[src/rtl/regfile_sb_pkg.sv]
// regfile_sb_pkg: default sizing shared by the register file, its interface and scoreboard
package regfile_sb_pkg;
  localparam int RF_XLEN = 32;
  localparam int RF_NB_REGS = 32;
  localparam int RF_ADR_W = $clog2(RF_NB_REGS);
  localparam int RF_NB_RD = 2;
  localparam int RF_NB_WR = 1;
endpackage

[src/rtl/regfile_sb_if.sv]
// regfile_sb_if: decode/writeback bus of the register file
// master drives reads, writes, issue and flush; slave returns read data, ready and pending bits
interface regfile_sb_if import regfile_sb_pkg::*; #(
  parameter int XLEN = RF_XLEN,
  parameter int NB_REGS = RF_NB_REGS,
  parameter int NB_RD = RF_NB_RD,
  parameter int NB_WR = RF_NB_WR,
  localparam int ADR_W = $clog2(NB_REGS)
);
  logic [NB_RD-1:0] rd_v_i;
  logic [NB_RD*ADR_W-1:0] rd_adr_i;
  logic [NB_RD*XLEN-1:0] rd_data_o;
  logic [NB_RD-1:0] rd_ready_o;
  logic [NB_WR-1:0] wr_v_i;
  logic [NB_WR*ADR_W-1:0] wr_adr_i;
  logic [NB_WR*XLEN-1:0] wr_data_i;
  logic iss_v_i;
  logic [ADR_W-1:0] iss_adr_i;
  logic flush_i;
  logic [NB_REGS-1:0] pending_o;
  modport master (
    output rd_v_i, rd_adr_i, wr_v_i, wr_adr_i, wr_data_i, iss_v_i, iss_adr_i, flush_i,
    input rd_data_o, rd_ready_o, pending_o
  );
  modport slave (
    input rd_v_i, rd_adr_i, wr_v_i, wr_adr_i, wr_data_i, iss_v_i, iss_adr_i, flush_i,
    output rd_data_o, rd_ready_o, pending_o
  );
endinterface

[src/rtl/regfile_sb_scoreboard.sv]
// regfile_scoreboard: per-register pending bits set on issue, cleared on writeback or flush
// ports: clk, reset, i_iss_v/i_iss_adr (issue), i_wr_v/i_wr_adr (writeback), i_flush, o_pending
module regfile_scoreboard import regfile_sb_pkg::*; #(
  parameter int NB_REGS = RF_NB_REGS,
  parameter int NB_WR = RF_NB_WR,
  localparam int ADR_W = $clog2(NB_REGS)
) (
  input  logic clk,
  input  logic reset,
  input  logic i_iss_v,
  input  logic [ADR_W-1:0] i_iss_adr,
  input  logic [NB_WR-1:0] i_wr_v,
  input  logic [NB_WR*ADR_W-1:0] i_wr_adr,
  input  logic i_flush,
  output logic [NB_REGS-1:0] o_pending
);
  logic [NB_REGS-1:0] r_pending;
  logic [NB_REGS-1:0] w_set;
  logic [NB_REGS-1:0] w_clr;
  always_comb begin
    w_set = '0;
    w_clr = '0;
    if (i_iss_v) w_set[i_iss_adr] = 1'b1;
    for (int j = 0; j < NB_WR; j++)
      if (i_wr_v[j]) w_clr[i_wr_adr[j*ADR_W +: ADR_W]] = 1'b1;
  end
  // set is applied after clear so a new producer beats a same-cycle writeback; bit 0 is masked off
  always_ff @(posedge clk)
    if (reset || i_flush) r_pending <= '0;
    else r_pending <= ((r_pending & ~w_clr) | w_set) & ~NB_REGS'(1);
  assign o_pending = r_pending;
endmodule

[src/rtl/regfile_sb.sv]
// regfile_sb: parametrised register file with x0 = 0, write bypass and pending scoreboard
// ports: clk, reset (sync, active-high), bus (regfile_sb_if.slave: reads, writes, issue, flush, pending)
module regfile_sb import regfile_sb_pkg::*; #(
  parameter int XLEN = RF_XLEN,
  parameter int NB_REGS = RF_NB_REGS,
  parameter int NB_RD = RF_NB_RD,
  parameter int NB_WR = RF_NB_WR,
  parameter bit BYPASS = 1'b1,
  localparam int ADR_W = $clog2(NB_REGS)
) (
  input logic clk,
  input logic reset,
  regfile_sb_if.slave bus
);
  logic [XLEN-1:0] r_regs [NB_REGS];
  logic [NB_REGS-1:0] w_pending;
  logic [NB_RD*XLEN-1:0] w_rd_data;
  logic [NB_RD-1:0] w_rd_ready;
  logic [ADR_W-1:0] w_radr;
  logic [XLEN-1:0] w_val;
  logic w_hit;
  regfile_scoreboard #(.NB_REGS(NB_REGS), .NB_WR(NB_WR)) u_sb (
    .clk(clk),
    .reset(reset),
    .i_iss_v(bus.iss_v_i),
    .i_iss_adr(bus.iss_adr_i),
    .i_wr_v(bus.wr_v_i),
    .i_wr_adr(bus.wr_adr_i),
    .i_flush(bus.flush_i),
    .o_pending(w_pending)
  );
  // later write ports are assigned last, so the highest hitting port wins
  always_ff @(posedge clk)
    if (reset) r_regs <= '{default: '0};
    else
      for (int j = 0; j < NB_WR; j++)
        if (bus.wr_v_i[j] && bus.wr_adr_i[j*ADR_W +: ADR_W] != '0)
          r_regs[bus.wr_adr_i[j*ADR_W +: ADR_W]] <= bus.wr_data_i[j*XLEN +: XLEN];
  always_comb begin
    w_rd_data = '0;
    w_rd_ready = '0;
    w_radr = '0;
    w_val = '0;
    w_hit = 1'b0;
    for (int k = 0; k < NB_RD; k++) begin
      w_radr = bus.rd_adr_i[k*ADR_W +: ADR_W];
      w_val = r_regs[w_radr];
      w_hit = 1'b0;
      for (int j = 0; j < NB_WR; j++)
        if (BYPASS && bus.wr_v_i[j] && bus.wr_adr_i[j*ADR_W +: ADR_W] == w_radr) begin
          w_hit = 1'b1;
          w_val = bus.wr_data_i[j*XLEN +: XLEN];
        end
      w_rd_data[k*XLEN +: XLEN] = (bus.rd_v_i[k] && w_radr != '0) ? w_val : '0;
      w_rd_ready[k] = bus.rd_v_i[k] && (w_radr == '0 || !w_pending[w_radr] || w_hit);
    end
  end
  assign bus.rd_data_o = w_rd_data;
  assign bus.rd_ready_o = w_rd_ready;
  assign bus.pending_o = w_pending;
endmodule

[src/flat_wrapper.sv]
// flat-port wrapper written by rule: the top's interface ports become plain ports
module regfile_sb_flat import regfile_sb_pkg::*;
#(
  parameter int XLEN = RF_XLEN,
  parameter int NB_REGS = RF_NB_REGS,
  parameter int NB_RD = RF_NB_RD,
  parameter int NB_WR = RF_NB_WR,
  parameter bit BYPASS = 1'b1,
  localparam int ADR_W = $clog2(NB_REGS)
)
  (clk, reset, bus_rd_v_i, bus_rd_adr_i, bus_wr_v_i, bus_wr_adr_i, bus_wr_data_i, bus_iss_v_i, bus_iss_adr_i, bus_flush_i, bus_rd_data_o, bus_rd_ready_o, bus_pending_o);
  regfile_sb_if #(.XLEN(XLEN), .NB_REGS(NB_REGS), .NB_RD(NB_RD), .NB_WR(NB_WR)) bus_i ();
  input logic clk;
  input logic reset;
  input wire logic [$bits(bus_i.rd_v_i)-1:0] bus_rd_v_i;
  input wire logic [$bits(bus_i.rd_adr_i)-1:0] bus_rd_adr_i;
  input wire logic [$bits(bus_i.wr_v_i)-1:0] bus_wr_v_i;
  input wire logic [$bits(bus_i.wr_adr_i)-1:0] bus_wr_adr_i;
  input wire logic [$bits(bus_i.wr_data_i)-1:0] bus_wr_data_i;
  input wire logic [$bits(bus_i.iss_v_i)-1:0] bus_iss_v_i;
  input wire logic [$bits(bus_i.iss_adr_i)-1:0] bus_iss_adr_i;
  input wire logic [$bits(bus_i.flush_i)-1:0] bus_flush_i;
  output wire logic [$bits(bus_i.rd_data_o)-1:0] bus_rd_data_o;
  output wire logic [$bits(bus_i.rd_ready_o)-1:0] bus_rd_ready_o;
  output wire logic [$bits(bus_i.pending_o)-1:0] bus_pending_o;
  assign bus_i.rd_v_i = bus_rd_v_i;
  assign bus_i.rd_adr_i = bus_rd_adr_i;
  assign bus_i.wr_v_i = bus_wr_v_i;
  assign bus_i.wr_adr_i = bus_wr_adr_i;
  assign bus_i.wr_data_i = bus_wr_data_i;
  assign bus_i.iss_v_i = bus_iss_v_i;
  assign bus_i.iss_adr_i = bus_iss_adr_i;
  assign bus_i.flush_i = bus_flush_i;
  assign bus_rd_data_o = bus_i.rd_data_o;
  assign bus_rd_ready_o = bus_i.rd_ready_o;
  assign bus_pending_o = bus_i.pending_o;
  regfile_sb #(.XLEN(XLEN), .NB_REGS(NB_REGS), .NB_RD(NB_RD), .NB_WR(NB_WR), .BYPASS(BYPASS)) u_core (.clk(clk), .reset(reset), .bus(bus_i));
endmodule
[config.mk]
export PLATFORM = sky130hd
export DESIGN_NAME = regfile_sb_flat
export DESIGN_NICKNAME = d
export VERILOG_FILES = /design/src/rtl/regfile_sb_pkg.sv /design/src/rtl/regfile_sb_if.sv /design/src/rtl/regfile_sb_scoreboard.sv /design/src/rtl/regfile_sb.sv /design/src/flat_wrapper.sv
export SDC_FILE = /design/constraint.sdc
export NUM_CORES = 2
export LEC_CHECK = 0
export CORE_ASPECT_RATIO = 0.9
export CORE_MARGIN = 5
export CORE_UTILIZATION = 40
export DETAILED_ROUTE_END_ITERATION = 8
export HOLD_SLACK_MARGIN = 0.08
export PLACE_DENSITY = 0.6
export SETUP_SLACK_MARGIN = 0.15
export SYNTH_ARGS = -nofsm -noshare
export SYNTH_HDL_FRONTEND = slang
export SYNTH_SLANG_ARGS = --single-unit
[constraint.sdc]
create_clock -name clk -period 3.54 [get_ports clk]
set_clock_uncertainty 0.15 [all_clocks]
set_input_delay 0.708 -clock clk [delete_from_list [all_inputs] [get_ports clk]]
set_output_delay 0.708 -clock clk [all_outputs]
set_load 0.005 [all_outputs]
==> impl_results.md <==
- Synth Flop Type: dfxtp_1
- FFs w/ async S/R, synth: 0%
- Via density: approximately 6.4
- R2R Setup Slk: 2.51 ns
- Die area: between 100,000 and 150,000 µm²
- Ys Warns: 0
- Final WS setup: -0.149 ns
- Cell count after synthesis: slightly above 6,000
- Rel. slew slack: roughly two fifths
- Fmax: approximately 270 MHz
- WP data required: about 2.7 ns
- Outcome: finished, violations left
- Cell row count: between 100 and 150
- WL/cell: about 30 µm
- Routed Antenna Nets: 0
- CTS tree: yes
- Pint: 0.0210 W
- Num CTS Buffers: ~110
- Mapped Area: between 50,000 and 60,000 µm²
- Placed cell area: 60,800 µm²
- Leak: about 24 nW
- Htree depth: 3
- Max Fanout on Critical Path: 3
- Clock share of power: 44.3%
- Fin. max-slew vios: 0
- Layout Cell Area excl Fill: 70,100 µm²
- Slew @ Worst Pin: just over 0.9 ns
- Routed vias: 54,000
- Cell with the most instances after synthesis: nand2_1
- Area fraction of the dominant cell type after synthesis: 39.6%
- Routed wire length: 255,000 µm
- First-pass GRT wire length: between 300,000 and 400,000 µm
- Die width: ~390 µm
- Pwr/cell area: between 400 and 500 nW/µm²
- I/O Buffers: around 160
- Initial Util: 40.1%
- WHS: around 0.24 ns
- Nets: 6,632
- Most frequent cells after synthesis: nand2_1 (2,133), dfxtp_1 (1,055), a21oi_1 (1,012)
- Dpl hpwl: between 150,000 and 200,000 µm
- Net load switching power: 0.00750 W
- Remaining Overflow, GRT: 0
- Part of the cycle the worst path needs: 104%
- CTS max path bufs: 3
- Crit path DAT: between 2 and 3 ns
- Largest net degree at the start of global routing: between 150 and 200
- Hold Buf Count CTS: 0
- GRT Total Usage: around a third
- Total power: between 0.02 and 0.03 W
- CTS Sinks: 1,055
- Core box area: around 130,000 µm²
- Residual DRC: 0
- Num ports: approximately 160
- Worst setup SP type: input pin
- Clock root buffer: clkbuf_16
- Endpoints failing setup: 41
- Vias in the first global route: just over 50,000
- Cell taking the most area after synthesis: dfxtp_1
- Initial antenna violation count: 6
- Worst-Skew Late Latency: ~0.71 ns
- Slowest-stage cell, CP: o41ai_4
- VDD IR max: between 0.0004 and 0.0005 V
- Worst min path class: input pin to register
- CP dominant cell by count: buf_6
- Post-synth EDFFs: 0
- CTS clk-pin slew, worst paths: about 0.060 ns
- Reg power frac: a little over two fifths
- Top post-synthesis cells by area: dfxtp_1 (40%), mux4_2 (21%), nand2_1 (15%)
- Distinct cells, synth: 56
- RSZ-0062 raised after global routing: true
- Crit path capture type: primary output
- Endpoints failing hold: 0
- Max cap viols: 0
- Crit path kind: input pin to primary output
- Area growth syn-to-layout: 31.6%
- Critical-path cell list: dlygate4sd2_1, o31a_1, buf_6, buf_4, nand2_2, buf_6, o41ai_4, buf_4, buf_6
- 1st-iter DRT viols: 8,689
- RePlAce Congestion: between 0.9 and 1
- Sequential area share after synthesis: 39.6%
- Yosys reg bits: about 1,100
- Comb pwr share: roughly 14%
- Failing checks: negative setup slack
- First-pass DRT Iterations: 7
- Syn Area/Cell: between 8 and 9 µm²
- Share of layout cells above drive strength 1: slightly below 30%
- Final min period: ~3.7 ns
- Switching part of the total: about a quarter
- Die height: roughly 360 µm
- Critical Path Max Stage Delay: around 0.60 ns
- Syn Nets: 6,135
[cells in the final DEF, fill, tap and decap left out, types with 25 or more instances in the layout]
cell	netlist	routed
buf_8	0	30
buf_4	23	531
mux4_2	490	490
a22oi_1	64	49
buf_12	0	156
dfxtp_1	1055	1043
nand2_2	0	56
mux2i_1	105	98
o22ai_1	90	60
o22ai_2	0	26
nand2_1	2133	2075
buf_16	0	45
nor2_1	80	47
a21oi_1	1012	998
buf_2	138	44
nor2b_1	52	46
clkdlybuf4s50_1	0	70
nor2_4	0	30
clkinv_2	0	25
clkbuf_16	0	115
a22o_1	41	36
buf_6	8	145
[logic make-up after synthesis]
group	count (synthesis)	synth area share [%]
muxes	607	22.9
and+or+nand+nor	2381	17.5
DFF	1055	39.6
buffers and inverters	653	5.22
xor gates and xnor gates	10	0.164
AOI/OAI and AO/OA	1369	14.5
other	1	0.00704
[registers in the layout, summed over array words and instances (netlist names)]
name                   count
u_core.r_regs           1024
u_core.u_sb.o_pending     31
[repair_timing]
| item | 4_1_cts | 5_1_grt |
|---|---|---|
| pin swaps | 155 | 113 |
| buffers inserted | 176 | 60 |
| hold endpoints to repair | 0 | 0 |
| cloned | 28 | 3 |
| endpoints found under the setup margin | 66 | 66 |
| gates resized for setup | 747 | 157 |
[area by class of cell]
type                    count  area (µm²)
well taps                1741        2180
clock buffers             156        3190
inverters                   1        3.75
flip-flops and latches   1055       21100
diodes                      3        7.51
fillers                 11700       62700
repair buffers           1038       11600
clock inverters            48         671
multi-input cells        4368       31300
[routing by layer]
metal  global-route usage, %  vias to the layer above  share of wire, %
met4                    20.0                        4               7.3
met3                    12.2                     1002                16
met5                       0                        -             0.013
li1                        -                    22300                 -
met1                    44.6                    26200                35
met2                    50.2                     4508                41
[metrics by stage]
| stage | setup WS (ns) | cells | util [%] | TNS (ns) |
|---|---|---|---|---|
| 4_1_cts | -0.110 | 8344 | 51.9 | -1.09 |
| 6_report | -0.149 | 8410 | 52.8 | -2.46 |
| 3_5_place_dp | -1.05 | 7936 | 45.8 | -37.93 |
| 5_1_grt | -0.142 | 8407 | 52.8 | -2.87 |
| 3_3_place_gp | -1.37 | 7936 | 45.8 | -39.19 |
| 2_1_floorplan | 0.232 | 6076 | - | 0 |
[critical path, delay by kind of cell]
family / cells / cell delay, ns
buffers and inverters: 6 / 1.16
AOI/OAI and AO/OA: 2 / 0.89
and+or+nand+nor: 1 / 0.07
[final timing paths]
path                             start                   endpoint  cells after the start
max                      bus_rd_v_i[0]           bus_rd_data_o[4]                      9
min                              reset         u_core.r_regs[992]                      2
max reg2reg  u_core.u_sb.o_pending[17]  u_core.u_sb.o_pending[17]                      3
min reg2reg         u_core.r_regs[949]         u_core.r_regs[949]                      2
[power by group through the flow]
| stage | sequential (W) | combinational (W) | clock [W] |
|---|---|---|---|
| finish | 0.0120 | 0.00387 | 0.0126 |
| global route | 0.0120 | 0.00392 | 0.0132 |
| detailed placement | 0.0123 | 0.00297 | 0 |
| CTS | 0.0120 | 0.00356 | 0.0127 |
| global placement | 0.0123 | 0.00297 | 0 |
| floorplan | 0.0123 | 0.00142 | 0 |
(Power assumes the default switching activity.)
==> RTL change, RTL diff (config.mk and constraints unchanged) <==
Change the package constant `RF_NB_REGS` from 32 to 16.
--- a/src/rtl/regfile_sb_pkg.sv
+++ b/src/rtl/regfile_sb_pkg.sv
@@ -3,3 +3,3 @@
   localparam int RF_XLEN = 32;
-  localparam int RF_NB_REGS = 32;
+  localparam int RF_NB_REGS = 16;
   localparam int RF_ADR_W = $clog2(RF_NB_REGS);
Interface: changed (resized bus_iss_adr_i, bus_pending_o, bus_rd_adr_i and bus_wr_adr_i); port bits go from 157 to 137. No check against the original RTL was run, so the function may have changed too.
==> RTL change against the unedited design <==
Combinational power down 61%. Wire length decreased by 60%. Sequential cell count shrank 528. Power is 50% lower. Area after synthesis decreased by 49%. Largest power group unchanged. Clock power decreased by 47%. Synthesized cell count fell by 51%. Setup slack gained 270 ps. Final area fell by 52%.
==> RTL change: results (changes against the unedited design) <==
Cells and area
  – Fin nets: 3181 (was 6632)
  – Layout cell share with drive strength beyond 1: 0.246 (was 0.296)

Run status
  – Outcome: finished, final reports clean (was finished with violations)

Timing
  – Worst Max-Slew Pin Slew: 642 ps (was 905 ps)

Placement
  – Detailed placement HPWL: 65.5 mm (was 156 mm)
  – Port Buffers: 135 (was 155)

Critical path
  – Reg2reg setup slack: 2670 ps (was 2510 ps)
  – R2r startpoint: u_core.u_sb.o_pending[4]$_SDFF_PP0_ (was u_core.u_sb.o_pending[17]$_SDFF_PP0_)
  – Crit path from: bus_rd_adr_i[0] (was bus_rd_v_i[0])
  – CP max FO: 7 (was 3)
  – FF-to-FF End: u_core.u_sb.o_pending[4]$_SDFF_PP0_ (was u_core.u_sb.o_pending[17]$_SDFF_PP0_)
  – Critical Path Sink: bus_rd_data_o[12] (was bus_rd_data_o[4])
  – Reg2Reg Depth: 2 (was 3)

Detailed routing
  – Metal-1 WL: 39.6 mm (was 90.2 mm)
  – Routed length on met3: 11.2 mm (was 40.5 mm)
  – 1st-iter DRT viols: 3350 (was 8689)
  – Vias per inst: 6.08 (was 6.42)

Clock tree
  – Clock Latency Late Sink: 640 ps (was 710 ps)
  – H-tree depth: 2 (was 3)
  – Number of CTS-inserted buffers: 56 (was 109)

Yosys
  – Commonest cells post-synth: 1008 x nand2_1, 527 x dfxtp_1, 480 x a21oi_1 (was 2133 x nand2_1, 1055 x dfxtp_1, 1012 x a21oi_1)
  – Synth cell types: 40 (was 56)
  – Share of the yosys chip area belonging to registers: 0.392 (was 0.396)

Pwr
  – Worst vdd ir: 391 uV (was 421 uV)
  – Leakage: 0.0118 uW (was 0.0243 uW)

GRT
  – Largest net degree at the start of global routing: 75 (was 174)
  – GRT Resource Usage Total: 0.272 (was 0.346)
-- RTL change: timing repair --
action,in CTS,in global routing
pin swaps,16,27
gates cloned,6,0
resized for setup,297,23
setup buffers,37,9
setup endpoints to repair,66,50
-- RTL change: cells by family after synthesis --
| logic type | after synthesis | share of synthesized area |
|---|---|---|
| other | 1 | 0.000139 |
| buffers and inverters | 324 | 0.0522 |
| xor gates and xnor gates | 8 | 0.00260 |
| AOI/OAI and AO/OA | 633 | 0.135 |
| DFF | 527 | 0.392 |
| and+or+nand+nor | 1110 | 0.162 |
| muxes | 363 | 0.256 |
-- RTL change: power breakdown --
part / total [uW] / switching [uW] / internal (uW)
clock: 6690 / 2660 / 4040
combinational: 1490 / 857 / 635
sequential: 6060 / 55.1 / 6000
-- RTL change: area by class of cell --
class	count	area, um^2
clock inverters	29	497
diodes	1	2.50
well taps	874	1090
repair buffers	424	4470
clock buffers	77	1620
fillers	6011	33300
inverters	2	7.51
multi-input cells	2115	15300
flip-flops and latches	527	10600
-- RTL change: per-stage QoR --
| stage | setup slack (ps) | area [um^2] | util | setup TNS, ps | cells |
|---|---|---|---|---|---|
| 2_1_floorplan | 486 | 26900 | - | 0 | 2966 |
| 3_3_place_gp | -434 | 30800 | 0.460 | -18770 | 3890 |
| 3_5_place_dp | -445 | 30800 | 0.460 | -21480 | 3890 |
| 4_1_cts | 20.8 | 33500 | 0.500 | 0 | 4039 |
| 5_1_grt | 76.3 | 33600 | 0.502 | 0 | 4048 |
| 6_report | 123 | 33600 | 0.502 | 0 | 4049 |
-- RTL change: how the worst min path moves through the flow --
| stage | depth (start not counted) | slack [ps] | end |
|---|---|---|---|
| 3_3_place_gp | 2 | 300 | u_core.r_regs[416]$_SDFFE_PP0P_ |
| 6_report | 2 | 320 | u_core.r_regs[28]$_SDFFE_PP0P_ |
| 4_1_cts | 2 | 320 | u_core.r_regs[28]$_SDFFE_PP0P_ |
| 2_1_floorplan | 2 | 290 | u_core.r_regs[190]$_SDFFE_PP0P_ |
| 5_1_grt | 2 | 330 | u_core.r_regs[291]$_SDFFE_PP0P_ |
| 3_5_place_dp | 2 | 310 | u_core.r_regs[28]$_SDFFE_PP0P_ |
-- RTL change: worst max-delay path: stages --
cell and delay, ps:
clkbuf_16 160, buf_8 130, o41ai_4 300, buf_4 160, inv_2 30, and4_4 220, buf_6 130, buf_6 110
buf_16 140, buf_12 130, a22o_1 200, buf_2 120
-- RTL change: routing by layer --
layer  GRT usage  up-vias
met5           0        -
met4       0.105        2
met3      0.0639      273
met2       0.439     1532
met1       0.357    12090
li1            -    10727
